$ cat config.mk
export PLATFORM = sky130hd
export DESIGN_NAME = srm_ctrl_fsm
export DESIGN_NICKNAME = d
export VERILOG_FILES = /design/src/rtl/srm_ctrl_pkg.sv /design/src/rtl/srm_ctrl_fsm.sv
export SDC_FILE = /design/constraint.sdc
export NUM_CORES = 1
export LEC_CHECK = 0
export ABC_AREA = 1
export BUFFER_PORTS_ARGS = -buffer_cell sky130_fd_sc_hd__buf_2
export CAP_MARGIN = 5
export CORE_ASPECT_RATIO = 0.75
export CORE_MARGIN = 8
export CORE_UTILIZATION = 30
export DETAILED_ROUTE_END_ITERATION = 12
export GPL_ROUTABILITY_DRIVEN = 1
export PLACE_DENSITY = 0.52
export SETUP_SLACK_MARGIN = 0.2
export SYNTH_ARGS = -nofsm -noshare
export SYNTH_HDL_FRONTEND = slang
export SYNTH_SLANG_ARGS = --single-unit
$ cat constraint.sdc
create_clock -name clk -period 3.4 [get_ports clk]
set_clock_uncertainty 0.15 [all_clocks]
set_input_delay 0.68 -clock clk [delete_from_list [all_inputs] [get_ports clk]]
set_output_delay 0.68 -clock clk [all_outputs]
set_load 0.1 [all_outputs]
$ cat src/rtl/srm_ctrl_pkg.sv
// Shared definitions for the Simple RISC Machine control FSM.
// Contents:
//   state_t      - FSM state enumeration
//   OPC_* / OP_* - instruction opcode and op field encodings
//   NSEL_*       - one-hot register select codes
//   VSEL_*       - one-hot writeback source codes
//   ctrl_t       - bundle of every registered control output
//   is_mem       - LDR/STR classifier
//   ctrl_decode  - state (plus opcode/op where needed) to control outputs
package srm_ctrl_pkg;

  typedef enum logic [4:0] {
    S_RST,
    S_IF1,
    S_IF2,
    S_UPD,
    S_DEC,
    S_MOVI,
    S_GETA,
    S_GETB,
    S_ALU,
    S_WB,
    S_ADDR,
    S_MRD,
    S_MWB,
    S_GETD,
    S_MWR,
    S_BR,
    S_HALT
  } state_t;

  // Opcode field values
  localparam logic [2:0] OPC_MOV  = 3'b110;
  localparam logic [2:0] OPC_ALU  = 3'b101;
  localparam logic [2:0] OPC_LDR  = 3'b011;
  localparam logic [2:0] OPC_STR  = 3'b100;
  localparam logic [2:0] OPC_B    = 3'b001;
  localparam logic [2:0] OPC_HALT = 3'b111;

  // Op field values
  localparam logic [1:0] OP_MOV_IMM = 2'b10;
  localparam logic [1:0] OP_MOV_REG = 2'b00;
  localparam logic [1:0] OP_CMP     = 2'b01;
  localparam logic [1:0] OP_MEM     = 2'b00;
  localparam logic [1:0] OP_B       = 2'b00;

  // Register select (one-hot)
  localparam logic [2:0] NSEL_NONE = 3'b000;
  localparam logic [2:0] NSEL_RN   = 3'b100;
  localparam logic [2:0] NSEL_RD   = 3'b010;
  localparam logic [2:0] NSEL_RM   = 3'b001;

  // Writeback source (one-hot)
  localparam logic [3:0] VSEL_MDATA = 4'b1000;
  localparam logic [3:0] VSEL_IMM   = 4'b0100;
  localparam logic [3:0] VSEL_PC    = 4'b0010;
  localparam logic [3:0] VSEL_C     = 4'b0001;

  typedef struct packed {
    logic [2:0] nsel;
    logic [3:0] vsel;
    logic       loada;
    logic       loadb;
    logic       loadc;
    logic       loads;
    logic       asel;
    logic       bsel;
    logic       write;
    logic       loadir;
    logic       loadpc;
    logic       incp;
    logic       execb;
    logic       tsel;
    logic       msel;
    logic       mwrite;
    logic       halted;
  } ctrl_t;

  function automatic logic is_mem(input logic [2:0] opcode, input logic [1:0] op);
    return ((opcode == OPC_LDR) || (opcode == OPC_STR)) && (op == OP_MEM);
  endfunction

  // Outputs for a given state. Only ALU looks at the instruction fields,
  // which are stable for the whole instruction.
  function automatic ctrl_t ctrl_decode(input state_t s,
                                        input logic [2:0] opcode,
                                        input logic [1:0] op);
    ctrl_t c;
    c = '0;
    case (s)
      S_IF1: c.msel = 1'b1;
      S_IF2: begin
        c.msel   = 1'b1;
        c.loadir = 1'b1;
      end
      S_UPD: begin
        c.loadpc = 1'b1;
        c.incp   = 1'b1;
      end
      S_MOVI: begin
        c.nsel  = NSEL_RN;
        c.vsel  = VSEL_IMM;
        c.write = 1'b1;
      end
      S_GETA: begin
        c.nsel  = NSEL_RN;
        c.loada = 1'b1;
      end
      S_GETB: begin
        c.nsel  = NSEL_RM;
        c.loadb = 1'b1;
      end
      S_ALU: begin
        c.loadc = 1'b1;
        // MOV Rd,Rm passes B through the ALU with A forced to zero
        c.asel  = (opcode == OPC_MOV);
        c.loads = (opcode == OPC_ALU) && (op == OP_CMP);
      end
      S_WB: begin
        c.nsel  = NSEL_RD;
        c.vsel  = VSEL_C;
        c.write = 1'b1;
      end
      S_ADDR: begin
        c.bsel  = 1'b1;
        c.loadc = 1'b1;
      end
      S_MWB: begin
        c.nsel  = NSEL_RD;
        c.vsel  = VSEL_MDATA;
        c.write = 1'b1;
      end
      S_GETD: begin
        c.nsel  = NSEL_RD;
        c.loadb = 1'b1;
      end
      S_MWR: c.mwrite = 1'b1;
      S_BR: begin
        c.execb  = 1'b1;
        c.loadpc = 1'b1;
      end
      S_HALT: c.halted = 1'b1;
      default: c = '0;  // RST, DEC, MRD (msel=0 addresses RAM from datapath)
    endcase
    return c;
  endfunction

endpackage

$ cat src/rtl/srm_ctrl_fsm.sv
// Multi-cycle control FSM for the Simple RISC Machine CPU.
// Sequences fetch, PC update, decode, execute, memory access and writeback.
// Moore machine: every output is a register loaded from the decode of the
// next state, so outputs line up with the registered state.
//
// Parameter:
//   MEM_LAT - RAM read wait cycles in IF1 and MRD (legal 1..15)
// Ports:
//   clk, rst            - clock, synchronous active-high reset
//   opcode, op          - decoded instruction fields
//   nsel, vsel          - one-hot register select / writeback source
//   loada..loads        - datapath register loads
//   asel, bsel          - operand selects
//   write               - register file write
//   loadir, loadpc      - IR / PC loads
//   incp, execb, tsel   - PC source selects (tsel tied low)
//   msel, mwrite        - RAM address select / write enable
//   halted              - high in HALT
module srm_ctrl_fsm
  import srm_ctrl_pkg::*;
#(
  parameter int MEM_LAT = 1
) (
  input  logic       clk,
  input  logic       rst,
  input  logic [2:0] opcode,
  input  logic [1:0] op,
  output logic [2:0] nsel,
  output logic [3:0] vsel,
  output logic       loada,
  output logic       loadb,
  output logic       loadc,
  output logic       loads,
  output logic       asel,
  output logic       bsel,
  output logic       write,
  output logic       loadir,
  output logic       loadpc,
  output logic       incp,
  output logic       execb,
  output logic       tsel,
  output logic       msel,
  output logic       mwrite,
  output logic       halted
);

  localparam logic [3:0] WAIT_LAST = 4'(MEM_LAT - 1);

  state_t     state_reg, state_next;
  logic [3:0] wait_reg, wait_next;
  ctrl_t      ctrl_reg;
  logic       wait_done;

  assign wait_done = (wait_reg == WAIT_LAST);

  always_comb begin
    state_next = state_reg;
    wait_next  = wait_reg;
    case (state_reg)
      S_RST: state_next = S_IF1;
      S_IF1: begin
        wait_next = wait_reg + 4'd1;
        if (wait_done) state_next = S_IF2;
      end
      S_IF2: state_next = S_UPD;
      S_UPD: state_next = S_DEC;
      S_DEC: begin
        if (opcode == OPC_MOV && op == OP_MOV_IMM)      state_next = S_MOVI;
        else if (opcode == OPC_MOV && op == OP_MOV_REG) state_next = S_GETB;
        else if (opcode == OPC_ALU || is_mem(opcode, op)) state_next = S_GETA;
        else if (opcode == OPC_B && op == OP_B)         state_next = S_BR;
        else if (opcode == OPC_HALT)                    state_next = S_HALT;
        else                                            state_next = S_IF1;
      end
      S_MOVI: state_next = S_IF1;
      S_GETA: state_next = is_mem(opcode, op) ? S_ADDR : S_GETB;
      S_GETB: state_next = S_ALU;
      S_ALU:  state_next = (opcode == OPC_ALU && op == OP_CMP) ? S_IF1 : S_WB;
      S_WB:   state_next = S_IF1;
      S_ADDR: state_next = (opcode == OPC_LDR) ? S_MRD : S_GETD;
      S_MRD: begin
        wait_next = wait_reg + 4'd1;
        if (wait_done) state_next = S_MWB;
      end
      S_MWB:  state_next = S_IF1;
      S_GETD: state_next = S_MWR;
      S_MWR:  state_next = S_IF1;
      S_BR:   state_next = S_IF1;
      S_HALT: state_next = S_HALT;
      default: state_next = S_RST;
    endcase
    // Any entry into a waiting state restarts the count
    if ((state_next == S_IF1 || state_next == S_MRD) && (state_next != state_reg))
      wait_next = '0;
  end

  always_ff @(posedge clk) begin
    if (rst) begin
      state_reg <= S_RST;
      wait_reg  <= '0;
      ctrl_reg  <= '0;
    end else begin
      state_reg <= state_next;
      wait_reg  <= wait_next;
      ctrl_reg  <= ctrl_decode(state_next, opcode, op);
    end
  end

  assign nsel   = ctrl_reg.nsel;
  assign vsel   = ctrl_reg.vsel;
  assign loada  = ctrl_reg.loada;
  assign loadb  = ctrl_reg.loadb;
  assign loadc  = ctrl_reg.loadc;
  assign loads  = ctrl_reg.loads;
  assign asel   = ctrl_reg.asel;
  assign bsel   = ctrl_reg.bsel;
  assign write  = ctrl_reg.write;
  assign loadir = ctrl_reg.loadir;
  assign loadpc = ctrl_reg.loadpc;
  assign incp   = ctrl_reg.incp;
  assign execb  = ctrl_reg.execb;
  assign tsel   = ctrl_reg.tsel;
  assign msel   = ctrl_reg.msel;
  assign mwrite = ctrl_reg.mwrite;
  assign halted = ctrl_reg.halted;

endmodule

==> key figures <==
Outcome
  • Status: complete, no violations

Die
  • Core area: between 4000 and 5000 um2
  • Initial Util: 0.310
  • Die Height: 77.2 um
  • Die Footprint: 7540 um2
  • Num rows: 22
  • Chip width: 97.7 um
  • Boundary Pins: 29

Logic synthesis
  • Post-Syn Area: between 1500 and 2000 um2
  • Seq/Total Area, Yosys: 0.387
  • Gate Count Post-Synth: 233
  • Synth Area per Inst: 6.44 um2
  • Synthesized flop and latch total: 29
  • Ys Warns: 0
  • Netlist cell types: 27

Placed design
  • Buffers added on ports: 26
  • RePlAce Congestion: ~0.91
  • Place WS: 1010 ps
  • Post-DP HPWL: 2.95 mm
  • Placed Instance Area: 1680 um2

Global routing
  • Total Routing Usage GR: 0.103
  • Largest net degree at the start of global routing: 20
  • Vias in the first global route: 1406
  • Initial antenna violation count: 0
  • Total grt overflow: 0
  • First-pass GRT wire length: around 6.3 mm

Finish
  • Ratio of cells with drive above 1 in the final layout: 0.195
  • Most frequent cells in the layout: nor2_1, nand2_1, inv_1, dfxtp_1, buf_2
  • Commonest non-fill, non-tap cell in the layout: nor2_1
  • Final Util: 0.374
  • Fill cells: 532
  • # diodes: 0
  • Multi-input gate area: 759 um2
  • Max reg flops: 5
  • Register Area: just under 600 um2
  • Layout area overhead: 20.7%
  • Post-route cell area: 1810 um2
  • Final nets: 270

Drt
  • Detailed-route wire length: 3.63 mm
  • DR vias/cell: 4.51
  • Pre-Repair DR Iteration Count: 4
  • WL/cell: 11.3 um
  • DRT iter0 DRCs: 121
  • Drt drc: 0
  • Vias: 1452
  • Routed Antenna Nets: 0

STA
  • Final worst path period need: between 2000 and 2500 ps
  • Fin Hold WS: 441 ps
  • Fmax: roughly 0.48 GHz
  • Fin. max-slew vios: 0
  • Final hold vios: 0
  • Final worst-path cycle share: 0.613
  • Setup TNS: 0 ps
  • RSZ-0062 raised after global routing: no
  • Final worst slack: 1320 ps
  • Final Setup Violations: 0

Setup path
  • Req. time, crit path: roughly 3500 ps
  • Largest stage delay, worst path: around 350 ps
  • Crit path top cell by count: nand2_1
  • CP Max Fanout: 4
  • FF-to-FF setup slack: 1320 ps
  • CP startpoint kind: flip-flop
  • Critical path data arrival time: around 2200 ps
  • Worst r2r path cells: 15
  • Slowest CP cell: dfxtp_1
  • FF-to-FF End: wait_reg[1]
  • RR Startpoint: wait_reg[0]
  • Crit end category: flip-flop
  • Crit Path Class: flip-flop to flip-flop
  • CP cell instances: inv_1 -> ha_1 -> nand2_1 -> nor2_1 -> o21ai_0 -> nand2_1 -> nor2_1 -> nand2_1 -> nand2_1 -> nand2_1 -> nor2_1 -> nand2_1 -> nand2_1 -> nand2_2 -> nor2_1
  • CP delay by family, top: simple AND/OR/NAND/NOR gates
  • WP buf/inv: 1

Pwr
  • Max IR drop VDD: between 200 and 300 uV
  • Power Density: 825 nW/um2
  • Leakage power: 0.935 nW

Clock tree
  • H-tree lvl count: 2
  • Skew-Pair Late Insertion Delay: 280 ps
  • Clock root buffer: clkbuf_8
  • Clock-pin slew on the worst setup and hold paths: 70 ps
  • CTS buffer count: 5
  • Clock buffer depth: 2
  • CTS tree: built
  • Clock sinks: 29
  • Post_cts resized: 0
  • Setup bufs post-CTS: 0
  • Post-CTS Hold Buffers: 0

Worst hold path
  • Hold Crit Class: flip-flop to flip-flop
  • Worst Hold Path Cells: 4
  • Hold Path Origin: wait_reg[3]
  • Destination of the worst hold path: wait_reg[3]

Flow run
  • Max-Cap Viols: 0
[cells in the mapped netlist (all sizes together)]
| library cell | n | area share |
|---|---|---|
| or2 | 1 | 0.0042 |
| ha | 2 | 0.017 |
| xor2 | 3 | 0.018 |
| nand4 | 5 | 0.025 |
| clkbuf | 1 | 0.0025 |
| conb | 1 | 0.0025 |
| inv | 35 | 0.088 |
| nor4 | 1 | 0.0042 |
| nor2 | 57 | 0.15 |
| dfxtp | 29 | 0.39 |
| o21ai | 8 | 0.029 |
| nand3b | 1 | 0.0050 |
| buf | 5 | 0.019 |
| a21oi | 3 | 0.010 |
| a211oi | 1 | 0.0083 |
| nand3 | 24 | 0.087 |
| nand2 | 53 | 0.13 |
| nor3 | 2 | 0.0067 |
| o22ai | 1 | 0.0042 |
[routing by layer]
layer,vias up,GRT usage,share of wire
li1,773,-,-
met1,631,0.124,0.49
met2,39,0.152,0.40
met3,9,0.0412,0.088
met4,0,0.0543,0.020
met5,-,0,0
[worst min-delay path, stage by stage (launching register included)]
cell,delay [ps]
dfxtp_1,300
inv_1,100
xor2_1,70
inv_1,40
nor2_1,30
[power by group]
part / internal (mW) / switching, mW
Sequential: 0.383 / 0.0369
Clock: 0.291 / 0.136
Combinational: 0.164 / 0.483
Total: 0.838 / 0.656
[per-stage QoR]
| stage | cells | power (mW) |
|---|---|---|
| after floorplan | 234 | 0.962 |
| after global placement | 314 | 1.08 |
| after detailed placement | 314 | 1.08 |
| after CTS | 322 | 1.51 |
| after global routing | 322 | 1.62 |
| final | 322 | 1.49 |
[logic make-up after synthesis]
logic type               after synthesis  synth area share
adder cells (fa/ha/maj)                2            0.0167
XOR/XNOR                               3            0.0175
AO/OA/AOI/OAI                         13            0.0517
flip-flops                            29             0.387
buffers and inverters                 41             0.109
other                                  1           0.00250
AND/OR/NAND/NOR                      144             0.415
[worst max path at each step]
| stage | startpoint | endpoint | slack [ps] | cells after the start |
|---|---|---|---|---|
| final | wait_reg[0] | wait_reg[1] | 1320 | 15 |
| after global routing | wait_reg[0] | wait_reg[0] | 1030 | 15 |
| after CTS | wait_reg[0] | wait_reg[0] | 1290 | 15 |
| after detailed placement | op[1] | wait_reg[0] | 1010 | 14 |
| after global placement | op[0] | execb | 1050 | 12 |
| after floorplan | opcode[0] | wait_reg[0] | 1360 | 13 |
[final cells by class]
cell class,instances,area share
Multi-Input combinational cell,164,0.419
Clock buffer,5,0.0380
Tap cell,60,0.0415
Clock inverter,3,0.0359
Timing Repair Buffer,26,0.0719
Inverter,35,0.0726
Sequential cell,29,0.321
(Power assumes the default switching activity.)
